[config.mk]
export PLATFORM = sky130hd
export DESIGN_NAME = pipeline_ctrl
export DESIGN_NICKNAME = d
export VERILOG_FILES = /design/src/rtl/pipeline_ctrl.sv
export SDC_FILE = /design/constraint.sdc
export NUM_CORES = 1
export LEC_CHECK = 0
export CAP_MARGIN = 30
export CORE_MARGIN = 2
export CORE_UTILIZATION = 30
export CTS_CLUSTER_SIZE = 12
export DETAILED_ROUTE_END_ITERATION = 8
export GPL_ROUTABILITY_DRIVEN = 0
export GPL_TIMING_DRIVEN = 0
export PLACE_DENSITY = 0.63
export SYNTH_ARGS = -nofsm -noshare
export SYNTH_HDL_FRONTEND = slang
export SYNTH_SLANG_ARGS = --single-unit
[constraint.sdc]
create_clock -name clk -period 4.4 [get_ports clk]
set_input_delay 0.66 -clock clk [delete_from_list [all_inputs] [get_ports clk]]
set_output_delay 0.66 -clock clk [all_outputs]
set_load 0.01 [all_outputs]
[src/rtl/pipeline_ctrl.sv]
// Pipeline hazard/stall controller: load-use stalls, branch flushes and a
// multiply/divide wait state with timeout abort, plus a saturating stall counter.
module pipeline_ctrl #(
  parameter int MD_TIMEOUT = 64
) (
  input  logic        clk,
  input  logic        clr,
  input  logic [4:0]  fd_rs1,
  input  logic [4:0]  fd_rs2,
  input  logic        fd_rs1_used,
  input  logic        fd_rs2_used,
  input  logic [4:0]  dx_rd,
  input  logic        dx_is_load,
  input  logic        x_branch_taken,
  input  logic        x_md_start,
  input  logic        md_ready,
  output logic        pc_we,
  output logic        fd_we,
  output logic        dx_we,
  output logic        xm_we,
  output logic        mw_we,
  output logic        fd_clr,
  output logic        dx_clr,
  output logic        xm_clr,
  output logic        mw_clr,
  output logic        md_busy,
  output logic        md_timeout,
  output logic [15:0] stall_cnt
);

  typedef enum logic {RUN = 1'b0, MD_WAIT = 1'b1} state_t;

  localparam logic [6:0] WAIT_LAST = 7'(MD_TIMEOUT - 1);

  state_t      state, state_nxt;
  logic [6:0]  wait_cnt;
  logic        hazard;
  logic        to_hit;

  function automatic logic [15:0] sat_inc(input logic [15:0] v);
    return (v == 16'hFFFF) ? v : v + 16'd1;
  endfunction

  // Register 0 is hardwired, so a load targeting it never creates a dependency.
  assign hazard = dx_is_load && (dx_rd != 5'd0) &&
                  ((fd_rs1_used && (fd_rs1 == dx_rd)) ||
                   (fd_rs2_used && (fd_rs2 == dx_rd)));

  // A result arriving on the last allowed cycle wins over the abort.
  assign to_hit = (state == MD_WAIT) && !md_ready && (wait_cnt == WAIT_LAST);

  always_ff @(posedge clk) begin
    if (clr) state <= RUN;
    else     state <= state_nxt;
  end

  always_comb begin
    state_nxt = state;
    case (state)
      RUN:     if (x_md_start && !x_branch_taken) state_nxt = MD_WAIT;
      MD_WAIT: if (md_ready || to_hit)            state_nxt = RUN;
      default: state_nxt = RUN;
    endcase
  end

  // Held at zero while running, so every entry into MD_WAIT starts from 0.
  always_ff @(posedge clk) begin
    if (clr || state == RUN) wait_cnt <= 7'd0;
    else                     wait_cnt <= wait_cnt + 7'd1;
  end

  always_ff @(posedge clk) begin
    if (clr)         stall_cnt <= 16'd0;
    else if (!pc_we) stall_cnt <= sat_inc(stall_cnt);
  end

  always_comb begin
    pc_we      = 1'b1;
    fd_we      = 1'b1;
    dx_we      = 1'b1;
    xm_we      = 1'b1;
    mw_we      = 1'b1;
    fd_clr     = 1'b0;
    dx_clr     = 1'b0;
    xm_clr     = 1'b0;
    mw_clr     = 1'b0;
    md_busy    = 1'b0;
    md_timeout = 1'b0;
    if (clr) begin
      pc_we  = 1'b0;
      fd_clr = 1'b1;
      dx_clr = 1'b1;
      xm_clr = 1'b1;
      mw_clr = 1'b1;
    end else begin
      case (state)
        RUN: begin
          if (x_branch_taken) begin
            fd_clr = 1'b1;
            dx_clr = 1'b1;
          end else if (hazard) begin
            pc_we  = 1'b0;
            fd_we  = 1'b0;
            dx_clr = 1'b1;
          end
        end
        MD_WAIT: begin
          // Front of the pipe freezes; bubbles keep draining towards writeback.
          if (!md_ready) begin
            pc_we   = 1'b0;
            fd_we   = 1'b0;
            dx_we   = 1'b0;
            xm_we   = 1'b0;
            xm_clr  = 1'b1;
            md_busy = 1'b1;
            if (to_hit) begin
              dx_clr     = 1'b1;
              md_timeout = 1'b1;
            end
          end
        end
        default: ;
      endcase
    end
  end

endmodule

* Word level (Yosys, flattened, before mapping)
Index checks and enable logic that the tools add are counted.
** Storage, ports and cells
- Register bits after elaboration :: 24
- Bits in latches :: 0
- RAM bits :: 0
- ROM bits :: 0
- Input port bits :: 23
- Output and inout bits :: 27
- Word-level logic and storage cells :: 53
- Memories kept :: 0
** Cells by class
- Add/sub/neg operators :: 2
- Multipliers :: 0
- Divide/modulo/power cells :: 0
- $lt $le $gt $ge :: 0
- Equal/unequal tests :: 4
- Shift operators :: 0
- Mux-type cells :: 27
- Bitwise operators :: 3
- Reductions and logical operators :: 14
** Operator list (count)
- 1-bit two-way mux :: 24
- 16-bit by 1-bit adder with 16-bit output, second input constant :: 1
- 16-bit == test, second input constant :: 1
- 5-bit == test :: 2
- 7-bit by 1-bit adder with 7-bit output, second input constant :: 1
- 7-bit by 6-bit == test with 1-bit output, second input constant :: 1
- 1-bit logical AND :: 7
- 1-bit one-hot mux with 2 select lines :: 3
- 5-bit nonzero test :: 1
- 1-bit logical OR :: 3
- 1-bit inverter :: 3
- 1-bit logical NOT :: 2
- 2-bit AND reduction :: 1

* Longest topological paths before layout
- Depth after elaboration :: 10
- Depth in mapped cells :: 8
- Mapped depth without buffers :: 6

* Worst setup path before layout
OpenSTA, ideal clock, no wires.
- Path type :: input -> output
- Start :: input port dx_rd[1]
- End :: output port dx_clr
- Data arrival time :: 1.925 ns
- Data required time :: 3.740 ns
- Setup slack :: 1.815 ns
- Stages on the path :: 3
- Path buffers :: 0
- Cell sequence :: or4_4 -> o2111ai_1 -> or3b_2
** Between the ends
- Longest elaborated chain between the ends :: 8
- Elaborated cells on any way between the ends :: 12
- Those cells by class :: eq/ne (2); mux (4); reduce/logical (6)
** RTL lines
- from (decl) :: RTL line 12 : input logic [4:0] dx_rd,
- 5-bit == test, on equally long branches :: RTL line 46, 47
- 1-bit logical AND, on equally long branches :: RTL line 46, 47
- 1-bit logical OR :: RTL line 46 : ((fd_rs1_used && (fd_rs1 == dx_rd)) ||
- 1-bit logical AND * :: RTL line 45 : assign hazard = dx_is_load && (dx_rd != 5'd0) &&
- 1-bit two-way mux * :: RTL line 101 : end else if (hazard) begin
- 1-bit two-way mux * :: RTL line 98 : if (x_branch_taken) begin
- 1-bit one-hot mux with 2 select lines * :: RTL line 96 : case (state)
- 1-bit two-way mux * :: RTL line 89 : if (clr) begin
- to (decl) :: RTL line 23 : output logic dx_clr,
Mark *: on every way between the ends. The rest lies on a longest branch, timed or not.

* Final worst setup path
Same ends and word-level chain as after synthesis.

==> flow_metrics.tcl <==
set metrics [dict create \
    outcome "completed" \
    end_kind "output pin" \
    critical_path_required_ps 3740 \
    antenna_found_initial 0 \
    switching_power_uw 107 \
    drive_above_1_share_pct 8.45 \
    critPathMostFrequentCell "clkdlybuf4s50_1" \
    post-cts-setup-buffers 0 \
    crit_type "primary input to output pin" \
    h-tree-depth 1 \
    cts_resized 0 \
    start_util_pct 30.9 \
    cts_tree "yes" \
    setup_viol 0 \
    hold_violations 0 \
    min_path_type "flip-flop to flip-flop" \
    start_kind "primary input" \
    grt_max_degree 14 \
    fillers 446 \
    antenna_cells 0 \
    p_sw_share_pct 23.5 \
    intPower_uw 349 \
    skew_ps 1.04 \
    drc_errors 0 \
    cts.clk_slew.worst_paths_ps 80 \
    slowest_stage "or4_4" \
    io_buffers 48 \
    leakage_uw 0.000675 \
    clockBufferDepth 2 \
    track_usage_pct 13.0 \
    area_delta_synth_final_pct 44.6 \
    cp_max_fo 3 \
    vias 1303 \
    p_clk_share_pct 33.0 \
    postLayoutSetupSlackWorst_ps 799 \
    vias_per_cell 4.92 \
    dieHeight_um 71.0 \
    nets 239 \
    slowest_delay_ps 570 \
    drt_iter0_drc 51 \
    seq_power_share_pct 49.2 \
    netlist_instances 161 \
    ys_warn_count 0 \
    ys_seq_area_share_pct 35.7 \
    ioPinCount 50 \
    dieWidth_um 71.0 \
    cts_made_buffers 3 \
    period_needed_ps 3600 \
    drv_cap 0 \
    worstPathArrival_ps 2940 \
    drv_slew 0 \
    overflow 0 \
    root_buffer "clkbuf_8" \
    p_per_area_mw_per_mm2 234 \
    wl_um 3140 \
    firstDrtPassIters 4 \
    die-area_mm2 0.00504 \
    synthArstFlopShare_pct 0 \
    max-vdd-ir-drop_mv 0.191 \
    syn_area_mm2 0.00135 \
    dp_slack_ps 798 \
    wl_per_cell_um 11.8 \
    path_cells "clkdlybuf4s50_1 -> or4_4 -> o2111ai_1 -> or3b_2 -> clkdlybuf4s50_1" \
    grt_setup_unrepaired "false" \
    insertion_delay_ps 270 \
    num_rows 24 \
    synth_seq_cells 24 \
    hpwlAfterDp_um 2470 \
    holdPathStages 1 \
    synth.avg_cell_area_um2 8.37 \
    rr_worst_depth 8 \
    grt_pass1_wl_um 5380 \
    combPwrFrac_pct 17.8 \
    synth_edf_count 0 \
    max_freq_ghz 0.278 \
    synth_nets 186 \
    setup-tns-final_ps 0 \
    cts_hold_buf 0 \
    synth_cell_types 39 \
    synthFlopType "dfxtp_1" \
    ant_nets 0 \
    core_area_mm2 0.00435 \
    final_util_pct 44.7 \
    period_share_pct 81.8 \
    grt_pass1_vias 1198 \
    cts.sinks 24 \
]
placed cells by master, fill, tap and decap left out, drive strengths merged, types with 2 or more instances in the layout:
cell,n
and4,2
xnor2,11
nand4,3
clkdlybuf4s50,48
buf,6
inv,6
nand2b,3
and3,3
o31ai,3
nand3,10
clkbuf,7
or3,14
dfxtp,24
xor2,3
o21ai,14
or4,4
nand2,8
nor2,13
a21oi,16
ha,2
layout make-up:
cell class	instances	area, µm²	area share, %
Sequential cell	24	480	24.7
Multi-Input combinational cell	122	768	39.4
Clock buffer	4	55.1	2.83
Inverter	6	22.5	1.16
Tap cell	52	65.1	3.34
Timing Repair Buffer	48	480	24.7
Buffer	9	76.3	3.92
metal layers:
layer	track usage [%]	vias up	wire length, µm
met5	0	-	0
met4	3.14	0	19
met3	4.42	4	159
met2	22.0	26	1500
met1	16.1	584	1460
li1	-	689	-
cells by family (layout without fill, tap and decap cells):
group | count (synthesis) | after routing | synth area share [%]
AO/OA/AOI/OAI | 40 | 40 | 18.7
XOR/XNOR | 14 | 14 | 9.10
adder cells (fa/ha/maj) | 2 | 2 | 1.86
buffers and inverters | 15 | 67 | 7.33
flip-flops | 24 | 24 | 35.7
multiplexers | 1 | 1 | 0.743
other | 1 | 1 | 0.278
AND/OR/NAND/NOR | 64 | 64 | 26.4
per-stage QoR:
| stage | std cells | cell area, µm² | hold slack (ps) | power, µW |
|---|---|---|---|---|
| after floorplan | 161 | 1350 | 418 | 269 |
| after global placement | 261 | 1890 | 432 | 312 |
| after detailed placement | 261 | 1890 | 442 | 312 |
| after CTS | 265 | 1950 | 459 | 466 |
| after global routing | 265 | 1950 | 473 | 481 |
| final | 265 | 1950 | 456 | 456 |
final timing paths:
kind                start           end  slack [ps]
max              dx_rd[1]        dx_clr         800
min reg2reg   wait_cnt[0]   wait_cnt[0]         460
min           wait_cnt[0]   wait_cnt[0]         460
max reg2reg  stall_cnt[0]  stall_cnt[1]        2410
critical path: cells and delay by family:
family | cells | cell delay, ps
compound gates | 1 | 270
simple gates | 2 | 1040
buf+inv | 2 | 970
synth_stat cells (5+ instances only):
cell type	n	area [µm²]
or3_1	14	87.6
xnor2_1	11	96.3
inv_1	5	18.8
a21oi_1	16	80.1
o21ai_1	11	55.1
nand2_1	8	30.0
nand3_1	10	50.1
dfxtp_1	24	480
nor2_1	13	48.8
power by group through the flow:
| stage | logic, µW | clock network, µW | registers [µW] |
|---|---|---|---|
| after floorplan | 38.9 | 0 | 230 |
| after global placement | 81.8 | 0 | 230 |
| after detailed placement | 82.2 | 0 | 230 |
| after CTS | 82.6 | 158 | 225 |
| after global routing | 88.2 | 168 | 225 |
| final | 81.1 | 151 | 225 |
sequential cells by signal (all words and copies together), names as in the netlist:
register   flops
state          1
stall_cnt     16
wait_cnt       7
Note: power is estimated with default switching activity, not from simulation.
